==> src/rtl/teclado_pkg.sv <==
// Shared keypad types and defaults for the operand capture slice.
package teclado_pkg;

  localparam int unsigned KP_WIDTH           = 4;
  localparam int unsigned DEFAULT_MAX_DIGITS = 4;

  typedef enum logic [3:0] {
    KEY_0, KEY_1, KEY_2, KEY_3, KEY_4, KEY_5, KEY_6, KEY_7, KEY_8, KEY_9,
    KEY_STAR, KEY_HASH, KEY_NONE
  } key_code_t;

  typedef enum logic [1:0] {
    IDLE,
    DECODE,
    WAIT_LOW
  } cap_state_t;

endpackage

==> src/rtl/captura_operando_if.sv <==
// Key intake and operand offer signals of captura_operando.
interface captura_operando_if #(
   parameter int unsigned WIDTH = 4,
   parameter int unsigned VAL_W = 14,
   parameter int unsigned DIG_W = 3
);
   logic [WIDTH-1:0] key_col;
   logic [WIDTH-1:0] key_row;
   logic             key_valid;
   logic             key_ack;
   logic [VAL_W-1:0] entry_value;
   logic [DIG_W-1:0] entry_digits;
   logic [VAL_W-1:0] operand;
   logic [DIG_W-1:0] operand_digits;
   logic             operand_valid;
   logic             operand_ack;
   logic             drop_pulse;

   modport master (
      output key_col, key_row, key_valid, operand_ack,
      input  key_ack, entry_value, entry_digits, operand, operand_digits, operand_valid,
             drop_pulse
   );

   modport slave (
      input  key_col, key_row, key_valid, operand_ack,
      output key_ack, entry_value, entry_digits, operand, operand_digits, operand_valid,
             drop_pulse
   );
endinterface

==> src/rtl/captura_operando_decodificador_tecla.sv <==
// Combinational keypad decoder: one-hot column/row (MSB = index 0) to key code.
module decodificador_tecla
   import teclado_pkg::*;
#(
   parameter int unsigned WIDTH = KP_WIDTH
) (
   input  logic [WIDTH-1:0] key_col,
   input  logic [WIDTH-1:0] key_row,
   output key_code_t        code
);
   int ci;
   int ri;

   always_comb begin
      code = KEY_NONE;
      ci   = 0;
      ri   = 0;
      for (int i = 0; i < WIDTH; i++) begin
         if (key_col[WIDTH-1-i]) ci = i;
         if (key_row[WIDTH-1-i]) ri = i;
      end
      if ($onehot(key_col) && $onehot(key_row)) begin
         if (ri < 3 && ci < 3) begin
            code = key_code_t'(4'(ri * 3 + ci + 1));
         end else if (ri == 3) begin
            case (ci)
               0:       code = KEY_STAR;
               1:       code = KEY_0;
               2:       code = KEY_HASH;
               default: code = KEY_NONE;
            endcase
         end
      end
   end
endmodule

==> src/rtl/captura_operando.sv <==
// Builds decimal operands from debounced keys and offers them via valid/ack.
// Optional idle timeout of a partial entry: define CAPTURA_TIMEOUT_EN.
module captura_operando
   import teclado_pkg::*;
#(
   parameter int unsigned WIDTH          = KP_WIDTH,
   parameter int unsigned MAX_DIGITS     = DEFAULT_MAX_DIGITS,
   parameter int unsigned VAL_W          = 14
`ifdef CAPTURA_TIMEOUT_EN
   ,
   parameter int unsigned TIMEOUT_CYCLES = 50_000_000
`endif
) (
   input logic               clk,
   input logic               rst_n,
   captura_operando_if.slave bus
);
   localparam int unsigned DIG_W = $clog2(MAX_DIGITS + 1);

   cap_state_t       state_q, state_d;
   logic [WIDTH-1:0] key_col_q, key_col_d, key_row_q, key_row_d;
   logic             key_ack_q, key_ack_d, drop_q, drop_d;
   logic [VAL_W-1:0] entry_value_q, entry_value_d, operand_q, operand_d;
   logic [DIG_W-1:0] entry_digits_q, entry_digits_d, operand_digits_q, operand_digits_d;
   logic             operand_valid_q, operand_valid_d;
   logic             commit;
   key_code_t        code;

`ifdef CAPTURA_TIMEOUT_EN
   localparam int unsigned CNT_W = (TIMEOUT_CYCLES > 1) ? $clog2(TIMEOUT_CYCLES) : 1;
   logic [CNT_W-1:0] timeout_q, timeout_d;
`endif

   decodificador_tecla #(.WIDTH(WIDTH)) u_dec (
      .key_col(key_col_q),
      .key_row(key_row_q),
      .code   (code)
   );

   always_comb begin
      state_d          = state_q;
      key_col_d        = key_col_q;
      key_row_d        = key_row_q;
      key_ack_d        = 1'b0;
      drop_d           = 1'b0;
      entry_value_d    = entry_value_q;
      entry_digits_d   = entry_digits_q;
      operand_d        = operand_q;
      operand_digits_d = operand_digits_q;
      operand_valid_d  = operand_valid_q;
      commit           = 1'b0;
`ifdef CAPTURA_TIMEOUT_EN
      timeout_d        = timeout_q;
`endif
      case (state_q)
         IDLE: begin
            if (bus.key_valid) begin
               key_col_d = bus.key_col;
               key_row_d = bus.key_row;
               key_ack_d = 1'b1;
               state_d   = DECODE;
            end
         end
         DECODE: begin
            state_d = WAIT_LOW;
            if (code <= KEY_9) begin
               if (entry_digits_q < DIG_W'(MAX_DIGITS)) begin
                  entry_value_d  = entry_value_q * VAL_W'(10) + VAL_W'(code);
                  entry_digits_d = entry_digits_q + 1'b1;
               end else begin
                  drop_d = 1'b1;
               end
            end else if (code == KEY_STAR) begin
               entry_value_d  = '0;
               entry_digits_d = '0;
            end else if (code == KEY_HASH && entry_digits_q != '0 &&
                         (!operand_valid_q || bus.operand_ack)) begin
               commit           = 1'b1;
               operand_d        = entry_value_q;
               operand_digits_d = entry_digits_q;
               operand_valid_d  = 1'b1;
               entry_value_d    = '0;
               entry_digits_d   = '0;
            end else begin
               drop_d = 1'b1;
            end
         end
         WAIT_LOW: begin
            if (!bus.key_valid) state_d = IDLE;
         end
         default: state_d = IDLE;
      endcase

      if (bus.operand_ack && !commit) operand_valid_d = 1'b0;

`ifdef CAPTURA_TIMEOUT_EN
      // Only a partial entry sitting in IDLE ages; an accepted key restarts the count.
      if (state_q == IDLE) begin
         if (bus.key_valid || entry_digits_q == '0) begin
            timeout_d = '0;
         end else if (timeout_q == CNT_W'(TIMEOUT_CYCLES - 1)) begin
            timeout_d      = '0;
            entry_value_d  = '0;
            entry_digits_d = '0;
            drop_d         = 1'b1;
         end else begin
            timeout_d = timeout_q + 1'b1;
         end
      end
`endif
   end

   always_ff @(posedge clk or negedge rst_n) begin
      if (!rst_n) begin
         state_q          <= IDLE;
         key_col_q        <= '0;
         key_row_q        <= '0;
         key_ack_q        <= 1'b0;
         drop_q           <= 1'b0;
         entry_value_q    <= '0;
         entry_digits_q   <= '0;
         operand_q        <= '0;
         operand_digits_q <= '0;
         operand_valid_q  <= 1'b0;
`ifdef CAPTURA_TIMEOUT_EN
         timeout_q        <= '0;
`endif
      end else begin
         state_q          <= state_d;
         key_col_q        <= key_col_d;
         key_row_q        <= key_row_d;
         key_ack_q        <= key_ack_d;
         drop_q           <= drop_d;
         entry_value_q    <= entry_value_d;
         entry_digits_q   <= entry_digits_d;
         operand_q        <= operand_d;
         operand_digits_q <= operand_digits_d;
         operand_valid_q  <= operand_valid_d;
`ifdef CAPTURA_TIMEOUT_EN
         timeout_q        <= timeout_d;
`endif
      end
   end

   assign bus.key_ack        = key_ack_q;
   assign bus.drop_pulse     = drop_q;
   assign bus.entry_value    = entry_value_q;
   assign bus.entry_digits   = entry_digits_q;
   assign bus.operand        = operand_q;
   assign bus.operand_digits = operand_digits_q;
   assign bus.operand_valid  = operand_valid_q;
endmodule

==> src/flat_wrapper.sv <==
// flat-port wrapper written by rule: the top's interface ports become plain ports
module captura_operando_flat import teclado_pkg::*;
#(
   parameter int unsigned WIDTH          = KP_WIDTH,
   parameter int unsigned MAX_DIGITS     = DEFAULT_MAX_DIGITS,
   parameter int unsigned VAL_W          = 14

)
  (clk, rst_n, bus_key_col, bus_key_row, bus_key_valid, bus_operand_ack, bus_key_ack, bus_entry_value, bus_entry_digits, bus_operand, bus_operand_digits, bus_operand_valid, bus_drop_pulse);
  captura_operando_if #(.WIDTH(WIDTH), .VAL_W(VAL_W)) bus_i ();
  input logic clk;
  input logic rst_n;
  input wire logic [$bits(bus_i.key_col)-1:0] bus_key_col;
  input wire logic [$bits(bus_i.key_row)-1:0] bus_key_row;
  input wire logic [$bits(bus_i.key_valid)-1:0] bus_key_valid;
  input wire logic [$bits(bus_i.operand_ack)-1:0] bus_operand_ack;
  output wire logic [$bits(bus_i.key_ack)-1:0] bus_key_ack;
  output wire logic [$bits(bus_i.entry_value)-1:0] bus_entry_value;
  output wire logic [$bits(bus_i.entry_digits)-1:0] bus_entry_digits;
  output wire logic [$bits(bus_i.operand)-1:0] bus_operand;
  output wire logic [$bits(bus_i.operand_digits)-1:0] bus_operand_digits;
  output wire logic [$bits(bus_i.operand_valid)-1:0] bus_operand_valid;
  output wire logic [$bits(bus_i.drop_pulse)-1:0] bus_drop_pulse;
  assign bus_i.key_col = bus_key_col;
  assign bus_i.key_row = bus_key_row;
  assign bus_i.key_valid = bus_key_valid;
  assign bus_i.operand_ack = bus_operand_ack;
  assign bus_key_ack = bus_i.key_ack;
  assign bus_entry_value = bus_i.entry_value;
  assign bus_entry_digits = bus_i.entry_digits;
  assign bus_operand = bus_i.operand;
  assign bus_operand_digits = bus_i.operand_digits;
  assign bus_operand_valid = bus_i.operand_valid;
  assign bus_drop_pulse = bus_i.drop_pulse;
  captura_operando #(.WIDTH(WIDTH), .MAX_DIGITS(MAX_DIGITS), .VAL_W(VAL_W)) u_core (.clk(clk), .rst_n(rst_n), .bus(bus_i));
endmodule
==> config.mk <==
export PLATFORM = sky130hd
export DESIGN_NAME = captura_operando_flat
export DESIGN_NICKNAME = d
export VERILOG_FILES = /design/src/rtl/teclado_pkg.sv /design/src/rtl/captura_operando_if.sv /design/src/rtl/captura_operando_decodificador_tecla.sv /design/src/rtl/captura_operando.sv /design/src/flat_wrapper.sv
export SDC_FILE = /design/constraint.sdc
export NUM_CORES = 1
export LEC_CHECK = 0
export BUFFER_PORTS_ARGS = -buffer_cell sky130_fd_sc_hd__buf_2
export CELL_PAD_IN_SITES_DETAIL_PLACEMENT = 0
export CELL_PAD_IN_SITES_GLOBAL_PLACEMENT = 1
export CORE_UTILIZATION = 42
export CTS_BUF_LIST = sky130_fd_sc_hd__clkbuf_2
export DETAILED_ROUTE_END_ITERATION = 8
export HOLD_SLACK_MARGIN = 0.08
export PLACE_DENSITY = 0.76
export SLEW_MARGIN = 20
export SYNTH_ARGS = -nofsm -noshare
export SYNTH_HDL_FRONTEND = slang
export SYNTH_HIERARCHICAL = 1
export SYNTH_SLANG_ARGS = --single-unit
==> constraint.sdc <==
create_clock -name clk -period 3.7 [get_ports clk]
set_input_delay 0.185 -clock clk [delete_from_list [all_inputs] [get_ports clk]]
set_output_delay 0.185 -clock clk [all_outputs]
set_load 0.02 [all_outputs]
# Yosys cells after proc, flatten, opt, wreduce, memory -nomap -nowiden
# Index checks and enable logic that the tools add are counted.
dict set report op_classes {
  muxes 37
  multipliers 2
  magnitude_cmp 4
  bitwise 2
  reduce_logical 19
  n_eq_ne 14
  n_addsub 10
}
# operator count
set ops {}
lappend ops {{2-to-1 mux 32 bit} 4}
lappend ops {{less-than comparator 32 x 3 -> 1 bit, second input constant} 2}
lappend ops {{2-to-1 mux 14 bit} 4}
lappend ops {{equality test 32 x 1 -> 1 bit, second input constant} 1}
lappend ops {{equality test 32 x 2 -> 1 bit, second input constant} 1}
lappend ops {{equality test 32 x 3 -> 1 bit, second input constant} 1}
lappend ops {{logical NOT 32 bit} 1}
lappend ops {{multiplier 32 x 3 -> 4 bit, second input constant} 1}
lappend ops {{2-to-1 mux 1 bit} 18}
lappend ops {{adder 14 x 4 -> 14 bit} 1}
lappend ops {{multiplier 14 x 3 -> 13 bit, second input constant} 1}
lappend ops {{2-to-1 mux 3 bit} 4}
lappend ops {{2-to-1 mux 4 bit} 3}
lappend ops {{one-hot mux 4 bit (3 select lines)} 1}
lappend ops {{!= test 2 bit, second input constant} 5}
lappend ops {{adder 1 x 1 -> 2 bit} 4}
lappend ops {{equality test 4 bit, second input constant} 2}
lappend ops {{AND reduction 4 bit} 2}
lappend ops {{equality test 3 x 1 -> 1 bit, second input constant} 2}
lappend ops {{one-hot mux 2 bit (3 select lines)} 1}
lappend ops {{nonzero test 3 bit} 2}
lappend ops {{logical AND 1 bit} 5}
lappend ops {{adder 4 x 2 -> 4 bit, second input constant} 1}
lappend ops {{adder 4 bit} 1}
lappend ops {{other kinds (15)} 20}
dict set report totals {
  reg_bits 47
  input_bits 12
  word_cells 98
  output_inout_bits 37
}

# Depth between registers and ports, before layout
# Gate-level depths: netlist (run 1).
dict set report logic_depth {
  ltp_word 19
  depth_mapped 17
  depth_no_buf 17
}

# By module
# The synthesis (run 1) kept the hierarchy.
# module instances area_each_um2 seq_area_each_um2 cells_per_inst
set modules_own_cells {}
lappend modules_own_cells {captura_operando 1 2722.6 1176.1 239}
lappend modules_own_cells {decodificador_tecla 1 389.1 0.0 47}

# Worst setup path after synthesis (run 1)
# OpenSTA, ideal clock, no wires.
dict set report synth_timing {
  path_type {flip-flop to flip-flop}
  startpoint {register u_core.key_col_q[0]}
  endpoint {register u_core.entry_value_q[13], in the netlist u_core/bus.entry_value[13]}
  synth_period_minus_slack_ns 3.717
  path_buffers 0
  path_slack_ns -0.017
  arrival_time_ns 3.630
  setup_ns 0.087
  stages_incl_launch_ff 18
  t_required_ns 3.613
  path_cell_list {dfrtp_1 -> inv_1 -> fa_1 -> inv_1 -> ha_1 -> ha_1 -> nor4_1 -> and3_2 -> o21ai_1 -> nor2_1 -> ha_1 -> fa_1 -> a21o_1 -> nand4_2 -> nor3_2 -> nand4_2 -> or3_1 -> o211ai_1}
}
dict set report synth_between {
  elab_chain_len 11
  elab_cells_between_ends 28
  classes_between {add/sub (5); order compare (2); eq/ne (6); mux (8); reduce/logical (7)}
}
# element line_no
set synth_rtl {}
lappend synth_rtl {{start, declared} captura_operando.sv:21} ;# logic [WIDTH-1:0] key_col_q, key_col_d, key_row_q, key_row_d;
lappend synth_rtl {{start signal, assigned} captura_operando.sv:130} ;# key_col_q <= key_col_d;
lappend synth_rtl {{parallel branches: the longest is 5 deep, another holds adder 4 bit} -}
lappend synth_rtl {{2-to-1 mux 4 bit *} captura_operando_decodificador_tecla.sv:22} ;# if ($onehot(key_col) && $onehot(key_row)) begin
lappend synth_rtl {{via u_core.code[1]} captura_operando.sv:27} ;# key_code_t code;
lappend synth_rtl {{parallel branches: the longest is 5 deep, another holds adder 14 x 4 -> 14 bit} -}
lappend synth_rtl {{end signal, assigned} captura_operando.sv:134} ;# entry_value_q <= entry_value_d;
lappend synth_rtl {{end, declared} captura_operando.sv:23} ;# logic [VAL_W-1:0] entry_value_q, entry_value_d, operand_q, operand_d;
# Mark *: on every way through the listed nets, which the timed path passes. The select of a mux whose other input is x is not followed.
# A chain may end at the register's enable or synchronous reset.

# Worst setup path in the final report (run 1)
dict set report layout_timing {
  startpoint {register u_core.key_col_q[3]}
  endpoint {register u_core.entry_value_q[13], in the netlist u_core/bus.entry_value[13]}
}
dict set report layout_between {
  elab_chain_len 10
  elab_cells_between_ends 17
  classes_between {add/sub (3); order compare (1); eq/ne (4); mux (4); reduce/logical (5)}
}
# element line_no
set layout_rtl {}
lappend layout_rtl {{adder 1 x 1 -> 2 bit (not written as such) *} captura_operando_decodificador_tecla.sv:22}
lappend layout_rtl {{adder 3 x 2 -> 3 bit (not written as such) *} captura_operando_decodificador_tecla.sv:22}
lappend layout_rtl {{equality test 3 x 1 -> 1 bit *} captura_operando_decodificador_tecla.sv:22}
lappend layout_rtl {{logical AND 1 bit *} captura_operando_decodificador_tecla.sv:22}
lappend layout_rtl {{2-to-1 mux 4 bit *} captura_operando_decodificador_tecla.sv:22}
lappend layout_rtl {{via u_core.code[1]} captura_operando.sv:27}
lappend layout_rtl {{parallel branches: the longest is 5 deep, another holds adder 14 x 4 -> 14 bit} -}
# Marks and branches as above.

==> run summary, run 1 <==
Path type of the worst setup path: flop to flop. The path class of the tightest hold or removal check is primary input to asynchronous set/reset pin. The wire-length estimate of the detail-placed layout is 4850 µm. The cell at the root of the clock tree was clkbuf_2. Across the VDD grid, the largest voltage drop is 231 µV. From left edge to right edge, the die measures 88.1 µm. The checks that failed: design-rule violations. The via count of the first global-routing pass is 2325. By instance count, the leading cell after synthesis is dfrtp_1. The number of placed instances, taps included, is 443. The logs give 0.42 ns for the clock insertion delay at the later pin of the skew report and 6560 µm for the wire length reported by the detailed router. The floorplan step defined a die boundary enclosing 7760 µm². The initial standard-cell utilization of the core was 0.431. Yosys mapped a number of flops with a built-in enable equal to 0.

The tightest slew margin relative to the limit is 0.609, and the fraction of synthesized cell area taken by the top area cell type is 0.378. Setup violations remaining at the end of the flow were counted as 0. For this run, design rule violations remaining after detail routing come to 2. The completed layout was analyzed and its total power is 0.00192 W. At the end of the flow, the number of nets in the layout was 422. The logs give 47 for the CTS sink count and 0 for the total congestion overflow. The final setup skew is 0.0160 ns.

The tools report the final instance count without filler cells as 470. By area, the combinational part of the netlist is dominated by adder cells. The flow ran to the end, but the final reports show violations. Number of synthesized register bits: 47.

Counting instances in the post-synthesis netlist gives the leading cell types as dfrtp_1, ha_1, nand2_1. STA classifies the critical path startpoint as a flop. The number of antenna violations at the first check in global routing is 0.

Setup repair after global routing could not meet its margin everywhere. Synthesized-area fraction occupied by ao, oa, aoi and oai cells: 0.124. The ratio of final minimum period to clock period was 0.990. TritonCTS built the clock tree. In this run the vertical extent of the chip is 88.1 µm. Entering global routing, the biggest net connects 48 pins.

The quantity of I/O buffers inserted on ports is 48, and the placer's final routability congestion estimate is 0.799. The repair_antennas step left the layout with diodes totalling 0. The most area-hungry cell type in the Yosys netlist was dfrtp_1.

The flop-to-flop setup slack came out at 0.04 ns. For this design the ratio of total power to cell area is 498 nW/µm². The synthesized-area fraction occupied by adder cells was 0.173; the post-synthesis net count was 338. After clock tree synthesis, the clock-pin slew on the worst setup and hold paths is 0.24 ns. Post-route antenna net violation count: 0. The maximum count of clock buffers along a single path came out at 2. The simple-gate portion of the synthesized area works out to 0.135. The logs give 5 for the number of buffers created by CTS and 0 for the final count of pins violating max slew. For the pin with the worst max-slew slack, the measured transition is 0.587 ns. The clock period could shrink to 3.66 ns. The fraction of final layout cells sized beyond drive strength 1 was 0.350.

The tools report the critical path required time as 4.06 ns. During I/O placement, the number of pins put on the boundary was 49. The number of different library cells used by synthesis comes to 58. In the post-synthesis netlist, the biggest area contributors are dfrtp_1, ha_1, mux2_2. Before antenna repair, the detailed router went through 6 iterations.

The run gives 0 as the number of maximum-capacitance violations. The synthesized instance count is 286, and the final-report hold violation count is 0. The all-layer global routing usage is 0.184. Of all nets on the critical path, the largest fanout is 3. The region available for standard cell placement spans 7210 µm². The startpoint of the lowest-slack register-to-register path is u_core/key_col_q[3]$_DFFE_PN0P_. For the worst setup path, the data arrival time is 4.02 ns. After detailed routing, the average wire length per cell comes to 14.0 µm. The end of the worst register-to-register path is u_core/bus.entry_value[13]$_DFFE_PN0P_.

The critical path endpoint category was a flop. The async set-reset flop share out of synthesis is 1.00, and the maximum operating frequency is 273 MHz. For the share of the core filled with cells in the final layout, the log shows 0.533. In the synthesized netlist the dominant register cell turns out to be dfrtp_1.

The xor/xnor cell area share of the yosys netlist was 0.0559; the number of DRC violations after detailed-routing iteration 0 was 72. The area growth from synthesis to layout is 23.7%. Summed over all cells, the static leakage comes to 2.01 nW. The share of cell area taken by muxes after synthesis was 0.0969; the wire length of the first global-routing pass was 10900 µm.

The post-synthesis instance area came out at 3110 µm². Averaged over all synthesized cells, the footprint is 10.9 µm². The total number of vias was 2401.

The tools report the count of warnings emitted by yosys as 6. The H-tree was split into 2 levels. Counting cells, the worst reg-to-reg path comes to 17. After floorplanning, the core was divided into 31 placement rows. In the routed layout, each cell is associated on average with a via count of 5.11. The proportion of synthesized chip area in sequential cells came out at 0.378.
stage by stage:
step | hold slack, ns | worst slack (ns) | area (µm²) | setup TNS (ns)
detailed placement | 0.420 | -0.0752 | 3570 | -0.0752
floorplan | -0.111 | 0.00455 | 3110 | 0
global route | 0.279 | -0.222 | 3850 | -1.10
finish | 0.271 | 0.0352 | 3850 | 0
global placement | 0.416 | 0.0433 | 3570 | 0
CTS | 0.448 | 0.0126 | 3770 | 0
sequential cells by signal, summed over array words and instances (netlist names):
signal,cells
u_core/bus.entry_digits,3
u_core/bus.drop_pulse,1
u_core/key_col_q,4
u_core/bus.entry_value,14
u_core/bus.operand_digits,3
u_core/key_row_q,4
u_core/bus.key_ack,1
u_core/bus.operand,14
u_core/state_q,2
u_core/bus.operand_valid,1
metal layers:
| layer | track usage | vias to the layer above | routed length, µm |
|---|---|---|---|
| met4 | 0.0572 | 0 | 84 |
| met5 | 0 | - | 0 |
| met2 | 0.315 | 56 | 3100 |
| met3 | 0.0320 | 9 | 165 |
| li1 | - | 1180 | - |
| met1 | 0.237 | 1156 | 3210 |
cells in the final DEF (no fill, tap or decap), types with 11 or more instances in the layout:
cell type / n
buf_2: 47
buf_4: 27
dfrtp_1: 47
dlygate4sd3_1: 11
ha_1: 30
inv_1: 14
mux2_2: 16
nand2_1: 26
o21ai_1: 12
how the worst max path moves through the flow:
stage	start	end	slack (ns)
floorplan	u_core/key_col_q[0]$_DFFE_PN0P_	u_core/bus.entry_value[13]$_DFFE_PN0P_	0.005
global placement	u_core/key_col_q[0]$_DFFE_PN0P_	u_core/bus.entry_value[13]$_DFFE_PN0P_	0.04
detailed placement	u_core/key_col_q[0]$_DFFE_PN0P_	u_core/bus.entry_value[13]$_DFFE_PN0P_	-0.08
CTS	u_core/key_row_q[3]$_DFFE_PN0P_	u_core/bus.entry_value[13]$_DFFE_PN0P_	0.01
global route	u_core/key_row_q[1]$_DFFE_PN0P_	u_core/bus.entry_value[13]$_DFFE_PN0P_	-0.22
finish	u_core/key_col_q[3]$_DFFE_PN0P_	u_core/bus.entry_value[13]$_DFFE_PN0P_	0.04
cell families after synthesis:
logic type	count (synthesis)
fa+ha+maj	40
mux	27
compound gates	52
xor+xnor	19
simple gates	74
buf+inv	27
flops	47
cell type report:
class / count / area, µm²
fill: 665 / 3370
clock inverter: 3 / 20.0
multi-input combinational: 212 / 1880
tap: 99 / 124
sequential: 47 / 1180
timing repair buffer: 86 / 559
clock buffer: 5 / 25.0
inverter: 18 / 67.6
critical path: stages, from the launching register on:
cell and delay (ns):
dfrtp_1 0.41, inv_2 0.04, fa_1 0.53, inv_1 0.05, ha_2 0.18, ha_4 0.23, nor4_2 0.22, and3_4 0.23
o21ai_2 0.05, nor2_2 0.13, ha_2 0.20, fa_2 0.20, a21o_1 0.15, nand4_2 0.12, nor3_2 0.17, nand4_2 0.15
or3_1 0.37, o211ai_1 0.17
power breakdown:
group / internal, W / leakage [nW] / switching, W
clock: 0.0000454 / 0.0266 / 0.000167
combinational: 0.000519 / 1.35 / 0.000527
sequential: 0.000589 / 0.634 / 0.0000673
repair_timing:
item,4_1_cts,5_1_grt
pin swaps,10,12
endpoints found under the setup margin,2,22
buffers inserted,3,5
hold endpoints to repair,58,0
gates cloned,0,0
hold buffers,11,0
gates resized for setup,5,11
Note: power is estimated with default switching activity, not from simulation.
==> run 2, diff against run 1 <==
--- a/config.mk
+++ b/config.mk
@@ -8,11 +8,11 @@
 export BUFFER_PORTS_ARGS = -buffer_cell sky130_fd_sc_hd__buf_2
 export CELL_PAD_IN_SITES_DETAIL_PLACEMENT = 0
 export CELL_PAD_IN_SITES_GLOBAL_PLACEMENT = 1
-export CORE_UTILIZATION = 42
+export CORE_UTILIZATION = 46
 export CTS_BUF_LIST = sky130_fd_sc_hd__clkbuf_2
 export DETAILED_ROUTE_END_ITERATION = 8
 export HOLD_SLACK_MARGIN = 0.08
-export PLACE_DENSITY = 0.76
+export PLACE_DENSITY = 0.79
 export SLEW_MARGIN = 20
 export SYNTH_ARGS = -nofsm -noshare
 export SYNTH_HDL_FRONTEND = slang
==> constraint.sdc (replaced) <==
create_clock -name clk -period 4 [get_ports clk]
set_input_delay 0.2 -clock clk [delete_from_list [all_inputs] [get_ports clk]]
set_output_delay 0.2 -clock clk [all_outputs]
set_load 0.02 [all_outputs]
==> run 2 against run 1 <==
Net effect:
- the run still ends with design-rule violations left
- first-iteration DRC count rose by 44%
- critical path type unchanged
- via count fell by 4.2%
- highest routed layer unchanged
- critical path depth did not move
- wire length fell by 3.2%
- sequential power fell by 6.7%
- critical endpoint unchanged
==> run summary, run 2 (same netlist as run 1, synthesis figures left out) <==
The H-tree depth reported by CTS came out at 2 (unchanged). The end of the worst register-to-register path is u_core/bus.entry_value[13]$_DFFE_PN0P_. The run gives 0.45 ns (+0.03 ns) as the clock insertion delay at the later pin of the skew report.

Post-route antenna net violation count: 0 (unchanged). The run gives 11000 µm (+0.32%) as the wire length of the first global-routing pass. For the final count of pins violating max slew, the log shows 0 (unchanged). The count of unresolved DRC violations after routing came out at 8 (+6).

The area growth from synthesis to layout came out at 18.3%. Maximum count of clock buffers along a single path: 2 (unchanged). Routed length per instance: 14.7 µm (+5.5%).

The startpoint of the lowest-slack register-to-register path is u_core/key_row_q[1]$_DFFE_PN0P_. The all-layer global routing usage is 0.195 (+0.0107), and the total die area is 7100 µm² (-8.5%). Critical path required time: 4.40 ns (+0.34 ns).

The worst hold path class was primary input to asynchronous set/reset pin. The final-report hold violation count was 0 (unchanged); the vertical extent of the die was 84.2 µm (-4.3%). In this run the clock root is driven by a clkbuf_2. Largest voltage drop on the vdd net: 201 µV (-13%).

The flop-to-flop setup slack was 0.20 ns (+0.16 ns); the clock-pin slew on the worst setup and hold paths was 0.26 ns (+0.02 ns). The worst setup path is captured at a flop. The logs give 0 (unchanged) for the number of antenna violations at the first check in global routing and 579 (-13%) for the number of fillers in the final layout. For the worst slack at placement, the log shows 0.0434 ns (+0.119 ns). The minimum clock period after layout came out at 3.80 ns (+0.137 ns). The x dimension of the die is 84.2 µm (-4.3%). The top cell types in the final layout, fill and taps aside, are buf_2, dfrtp_1, ha_1. The count of standard-cell rows came out at 29 (-6.5%). The HPWL reported at the end of detailed placement is 4770 µm (-1.7%).

Number of maximum-capacitance violations: 0 (unchanged). Category of the worst setup path launch point: a flop. The logs give 47 (unchanged) for the CTS sink count and 48 (unchanged) for the largest net degree at the start of global routing. The maximum fanout along the worst path works out to 4 (+1). TritonCTS built the clock tree. The area of the core was 6420 µm² (-11%); the number of DRC violations after detailed-routing iteration 0 was 104 (+44%). The run finished, with violations left. For the number of top-level design ports, the log shows 49 (unchanged). The number of cell instances on the worst register-to-register path came out at 17 (unchanged).

The final setup violation count came out at 0 (unchanged). For the initial standard-cell utilization of the core, the log shows 0.485 (+0.0532). The transition time at the pin with the least slew margin came out at 0.590 ns (+0.00341 ns). The data arrival time at the worst-slack endpoint is 4.20 ns (+0.18 ns). The wire length reported by the detailed router is 6350 µm (-3.2%).

The logs give 0.606 (-0.00227) for the tightest slew margin relative to the limit and 6 (unchanged) for the detailed-router iteration count before antenna repair. The placer's final routability congestion estimate was 0.845 (+5.7%); the share of the core filled with cells in the final layout was 0.573 (+0.0397). The final worst setup slack was 0.198 ns (+0.163 ns). The tools report the total number of nets in the final design as 405 (-4.0%).

For the number of inserted diodes, the log shows 0 (unchanged). The checks that failed: design-rule violations. The static leakage is 1.94 nW (-3.1%). The fraction of final layout cells sized beyond drive strength 1 is 0.302 (-0.0481). The ratio of final minimum period to clock period is 0.951 (-0.0399).

The total number of vias is 2299 (-4.2%). The number of buffers created by CTS is 5 (unchanged), and the via count of the first global-routing pass is 2276 (-2.1%). The ratio of routed vias to standard cells was 5.33 (+4.4%); the total design power was 0.00168 W (-12%).

Maximum operating frequency: 263 MHz (-3.6%). The critical path is of the flop to flop type. The total congestion overflow was 0 (unchanged); the quantity of I/O buffers inserted on ports was 48 (unchanged). The power per cell area is 457 nW/µm² (-8.2%). The final setup skew came out at 0.0226 ns (+0.00668 ns).
run 2: cell types whose count changed in the layout (fill, tap and decap cells not counted), moves of 2 or more:
cell,before,now
buf_4,27,11
ha_1,30,34
ha_2,3,1
ha_4,2,0
run 2: worst max path at each step:
| stage | start | end | slack [ns] | depth (start not counted) |
|---|---|---|---|---|
| floorplan | u_core/key_col_q[0]$_DFFE_PN0P_ | u_core/bus.entry_value[13]$_DFFE_PN0P_ | 0.28 | 17 |
| global placement | u_core/key_col_q[0]$_DFFE_PN0P_ | u_core/bus.entry_value[13]$_DFFE_PN0P_ | 0.11 | 17 |
| detailed placement | u_core/key_col_q[0]$_DFFE_PN0P_ | u_core/bus.entry_value[13]$_DFFE_PN0P_ | 0.04 | 17 |
| CTS | u_core/key_col_q[0]$_DFFE_PN0P_ | u_core/bus.entry_value[13]$_DFFE_PN0P_ | 0.05 | 17 |
| global route | u_core/key_row_q[1]$_DFFE_PN0P_ | u_core/bus.entry_value[13]$_DFFE_PN0P_ | -0.02 | 17 |
| finish | u_core/key_row_q[1]$_DFFE_PN0P_ | u_core/bus.entry_value[13]$_DFFE_PN0P_ | 0.20 | 17 |
run 2: per-layer routing:
metal  track usage  share of wire  vias to the layer above
met5             0              0                        -
met4        0.0611          0.015                        0
met3        0.0275          0.025                        7
met2         0.315           0.46                       34
met1         0.271           0.50                     1107
li1              -              -                     1151
run 2: stage by stage:
stage | setup TNS (ns) | hold WS, ns | cell area (µm²) | cells
6_report | 0 | 0.261 | 3680 | 431
5_1_grt | -0.0218 | 0.271 | 3680 | 431
2_1_floorplan | 0 | -0.0956 | 3110 | 286
3_5_place_dp | 0 | 0.437 | 3450 | 409
4_1_cts | 0 | 0.448 | 3640 | 428
3_3_place_gp | 0 | 0.431 | 3450 | 409
run 2: area by class of cell:
cell class / instances / area [µm²] / share of cell area
Tap cell: 77 / 96.3 / 0.0262
Sequential cell: 47 / 1180 / 0.320
Clock buffer: 5 / 25.0 / 0.00680
Timing Repair Buffer: 69 / 428 / 0.116
Multi-Input combinational cell: 212 / 1840 / 0.500
Inverter: 18 / 67.6 / 0.0184
Clock inverter: 3 / 47.5 / 0.0129
run 2: critical path: stages (launching register included):
cell	delay, ns
dfrtp_1	0.47
inv_2	0.07
fa_1	0.51
inv_1	0.04
ha_1	0.17
ha_1	0.28
nor4_2	0.22
and3_4	0.23
o21ai_1	0.07
nor2_2	0.15
ha_2	0.21
fa_2	0.21
a21o_1	0.15
nand4_2	0.13
nor3_2	0.18
nand4_2	0.15
or3_1	0.34
o211ai_1	0.17
run 2: timing repair:
| action | CTS | global route |
|---|---|---|
| hold endpoints to repair | 58 | 0 |
| resized for setup | 1 | 8 |
| buffers inserted | 0 | 3 |
| pin swaps | 0 | 5 |
| hold buffers | 11 | 0 |
| setup endpoints to repair | 1 | 2 |
run 2: report_power, final:
part | switching [W] | internal (W)
logic | 0.000428 | 0.000368
clock network | 0.000163 | 0.000109
registers | 0.0000676 | 0.000545
total | 0.000659 | 0.00102
==> run 3, diff against run 2 <==
--- a/config.mk
+++ b/config.mk
@@ -5,7 +5,7 @@
 export SDC_FILE = /design/constraint.sdc
 export NUM_CORES = 1
 export LEC_CHECK = 0
-export BUFFER_PORTS_ARGS = -buffer_cell sky130_fd_sc_hd__buf_2
+export BUFFER_PORTS_ARGS = -buffer_cell sky130_fd_sc_hd__clkbuf_2
 export CELL_PAD_IN_SITES_DETAIL_PLACEMENT = 0
 export CELL_PAD_IN_SITES_GLOBAL_PLACEMENT = 1
 export CORE_UTILIZATION = 46
==> run 3 against run 2 <==
Net effect:
- the flow still finishes with violations (design-rule violations)
- final cell count increased by 1.4%
- global-route usage increased by 0.36 points
- power is 11% higher
- fmax is 0.33% higher
- non-clock buffer count is 6 higher
- die area is the same
- register-to-register slack is essentially flat
- combinational power rose by 23%
- cell area grew 2.7%
- setup slack improved by 0.013 ns
- largest cell class unchanged
==> run summary, run 3 (same netlist as run 1, synthesis figures left out) <==
The worst slack at placement was -0.0126 ns (-0.0560 ns); the all-layer global routing usage was 0.198 (+0.00356). The number of antenna violations at the first check in global routing is 0 (unchanged), and the number of maximum-capacitance violations is 0 (unchanged). For the static leakage, the log shows 1.94 nW (-0.26%).

TritonCTS built the clock tree. The logs give 0 (unchanged) for the number of inserted diodes and 0 (unchanged) for the final count of pins violating max slew. For the clock insertion delay at the later pin of the skew report, the log shows 0.43 ns (-0.02 ns).

The run gives 0.00187 W (+11%) as the total design power. The ratio of final minimum period to clock period is 0.947 (-0.00316), and the post-route worst hold slack is 0.345 ns (+0.0835 ns). The minimum clock period after layout came out at 3.79 ns (-0.0126 ns). The routed length per instance was 14.7 µm (about the same). The flow ran to the end, but the final reports show violations. The worst setup path is captured at a flop. The total congestion overflow was 0 (unchanged).

The library cell used most frequently in the layout, excluding fill and tap cells, is clkbuf_2. The quantity of I/O buffers inserted on ports is 48 (unchanged). The area growth from synthesis to layout was 21.5%.

The total die area was 7100 µm² (unchanged); the transition time at the pin with the least slew margin was 0.592 ns (+0.00199 ns). The ratio of routed vias to standard cells came out at 5.33 (about the same). The root buffer cell chosen for the clock tree is clkbuf_2. The logs give 3780 µm² (+2.7%) for the final design instance area without fill and 0.210 ns (+0.0126 ns) for the final worst setup slack.

The logs give 0.605 (-0.00132) for the tightest slew margin relative to the limit and 0 (unchanged) for the final setup violation count. The tools report the wire length reported by the detailed router as 6440 µm (+1.5%). The number of fillers in the final layout is 552 (-4.7%), and the largest voltage drop on the vdd net is 246 µV (+23%). Final setup skew: 0.0277 ns (+0.00506 ns). The tools report the critical path required time as 4.38 ns (-0.02 ns).

X dimension of the die: 84.2 µm (unchanged). The final reports fail on design-rule violations. The maximum operating frequency was 264 MHz (+0.33%). Clock-pin slew on the worst setup and hold paths: 0.26 ns (about the same). In the layout the commonest cells are clkbuf_2, dfrtp_1, ha_1. The number of top-level design ports is 49 (unchanged), and the vertical extent of the die is 84.2 µm (unchanged).

Largest net degree at the start of global routing: 48 (unchanged). The count of standard-cell rows is 29 (unchanged). The fraction of final layout cells sized beyond drive strength 1 was 0.333 (+0.0311). For the H-tree depth reported by CTS, the log shows 2 (unchanged). The tools report the final-report hold violation count as 0 (unchanged). The tools report the HPWL reported at the end of detailed placement as 4790 µm (+0.34%). The logs give 2327 (+2.2%) for the via count of the first global-routing pass and 0.485 (unchanged) for the initial standard-cell utilization of the core. The run gives 47 (unchanged) as the CTS sink count.

The post-route antenna net violation count was 0 (unchanged). Placer's final routability congestion estimate: 0.844 (about the same). The path class of the tightest hold or removal check is primary input to asynchronous set/reset pin.

The run gives 2329 (+1.3%) as the total number of vias. The logs give 411 (+1.5%) for the total number of nets in the final design and 2 (unchanged) for the maximum count of clock buffers along a single path. The final total negative setup slack is 0 ns (unchanged), and the number of buffers created by CTS is 5 (unchanged). By startpoint and endpoint, the worst setup path is classified as flop to flop. Wire length of the first global-routing pass: 11200 µm (+2.0%). The data arrival time at the worst-slack endpoint was 4.17 ns (-0.03 ns). The logs give 6420 µm² (unchanged) for the area of the core and 3460 µm² (+0.22%) for the standard cell area after detailed placement. The detailed-router iteration count before antenna repair came out at 6 (unchanged).

The tools report the category of the worst setup path launch point as a flop. The number of DRC violations after detailed-routing iteration 0 came out at 92 (-12%). The power per cell area is 494 nW/µm² (+8.1%), and the count of unresolved DRC violations after routing is 8 (unchanged). The maximum fanout along the worst path works out to 4 (unchanged).
run 3: cell count changes in the layout (fill, tap and decap cells not counted), sizes merged:
cell	change
buf	-42
clkbuf	+48
run 3: cell type report:
cell class,instances,area (µm²),area share
clock buffers,5,25.0,0.00662
clock inverters,3,47.5,0.0126
inverters,18,67.6,0.0179
multi-input cells,212,1900,0.502
flip-flops and latches,47,1180,0.311
well taps,77,96.3,0.0255
repair buffers,75,470,0.124
run 3: worst paths after layout:
| check | start | to | slack [ns] | depth (start not counted) |
|---|---|---|---|---|
| min in group clk | u_core/state_q[0]$_DFFE_PN0P_ | u_core/state_q[0]$_DFFE_PN0P_ | 0.49 | 1 |
| hold reg to reg | u_core/state_q[0]$_DFFE_PN0P_ | u_core/state_q[0]$_DFFE_PN0P_ | 0.49 | 1 |
| setup / recovery | u_core/key_col_q[1]$_DFFE_PN0P_ | u_core/bus.entry_value[13]$_DFFE_PN0P_ | 0.21 | 17 |
| max in group asynchronous | rst_n | u_core/bus.operand_valid$_DFFE_PN0P_ | 3.24 | 3 |
| setup reg to reg | u_core/key_col_q[1]$_DFFE_PN0P_ | u_core/bus.entry_value[13]$_DFFE_PN0P_ | 0.21 | 17 |
| hold / removal | rst_n | u_core/key_row_q[1]$_DFFE_PN0P_ | 0.34 | 3 |
run 3: report_power, final:
group	internal (W)	switching, W	total (W)
registers	0.000545	0.0000716	0.000617
logic	0.000483	0.000493	0.000976
clock network	0.000109	0.000165	0.000275
total	0.00114	0.000730	0.00187
run 3: critical path: stages, from the launching register on:
cell and delay, ns:
dfrtp_1 0.44, inv_2 0.07, fa_1 0.52, inv_2 0.05, ha_4 0.16, ha_4 0.24, nor4_4 0.26, and3_4 0.23
o21ai_2 0.06, nor2_2 0.17, ha_2 0.23, fa_2 0.20, a21o_1 0.15, nand4_2 0.13, nor3_2 0.18, nand4_2 0.16
or3_1 0.34, o211ai_1 0.17
run 3: metrics by stage:
stage	utilization	instances
floorplan	-	286
global placement	0.539	410
detailed placement	0.539	410
CTS	0.569	430
global route	0.589	437
finish	0.589	437
run 3: repair_timing:
action | 4_1_cts | 5_1_grt
hold buffers | 11 | 0
buffers inserted | 1 | 7
gates resized for setup | 1 | 17
endpoints found under the setup margin | 1 | 2
pin swaps | 0 | 10
endpoints found under the hold margin | 58 | 0
run 3: metal layers:
metal  share of wire  vias up  global-route usage
li1                -     1164                   -
met5               0        -                   0
met2            0.47       43               0.326
met3           0.028       11              0.0324
met1            0.48     1111               0.268
met4           0.018        0              0.0627
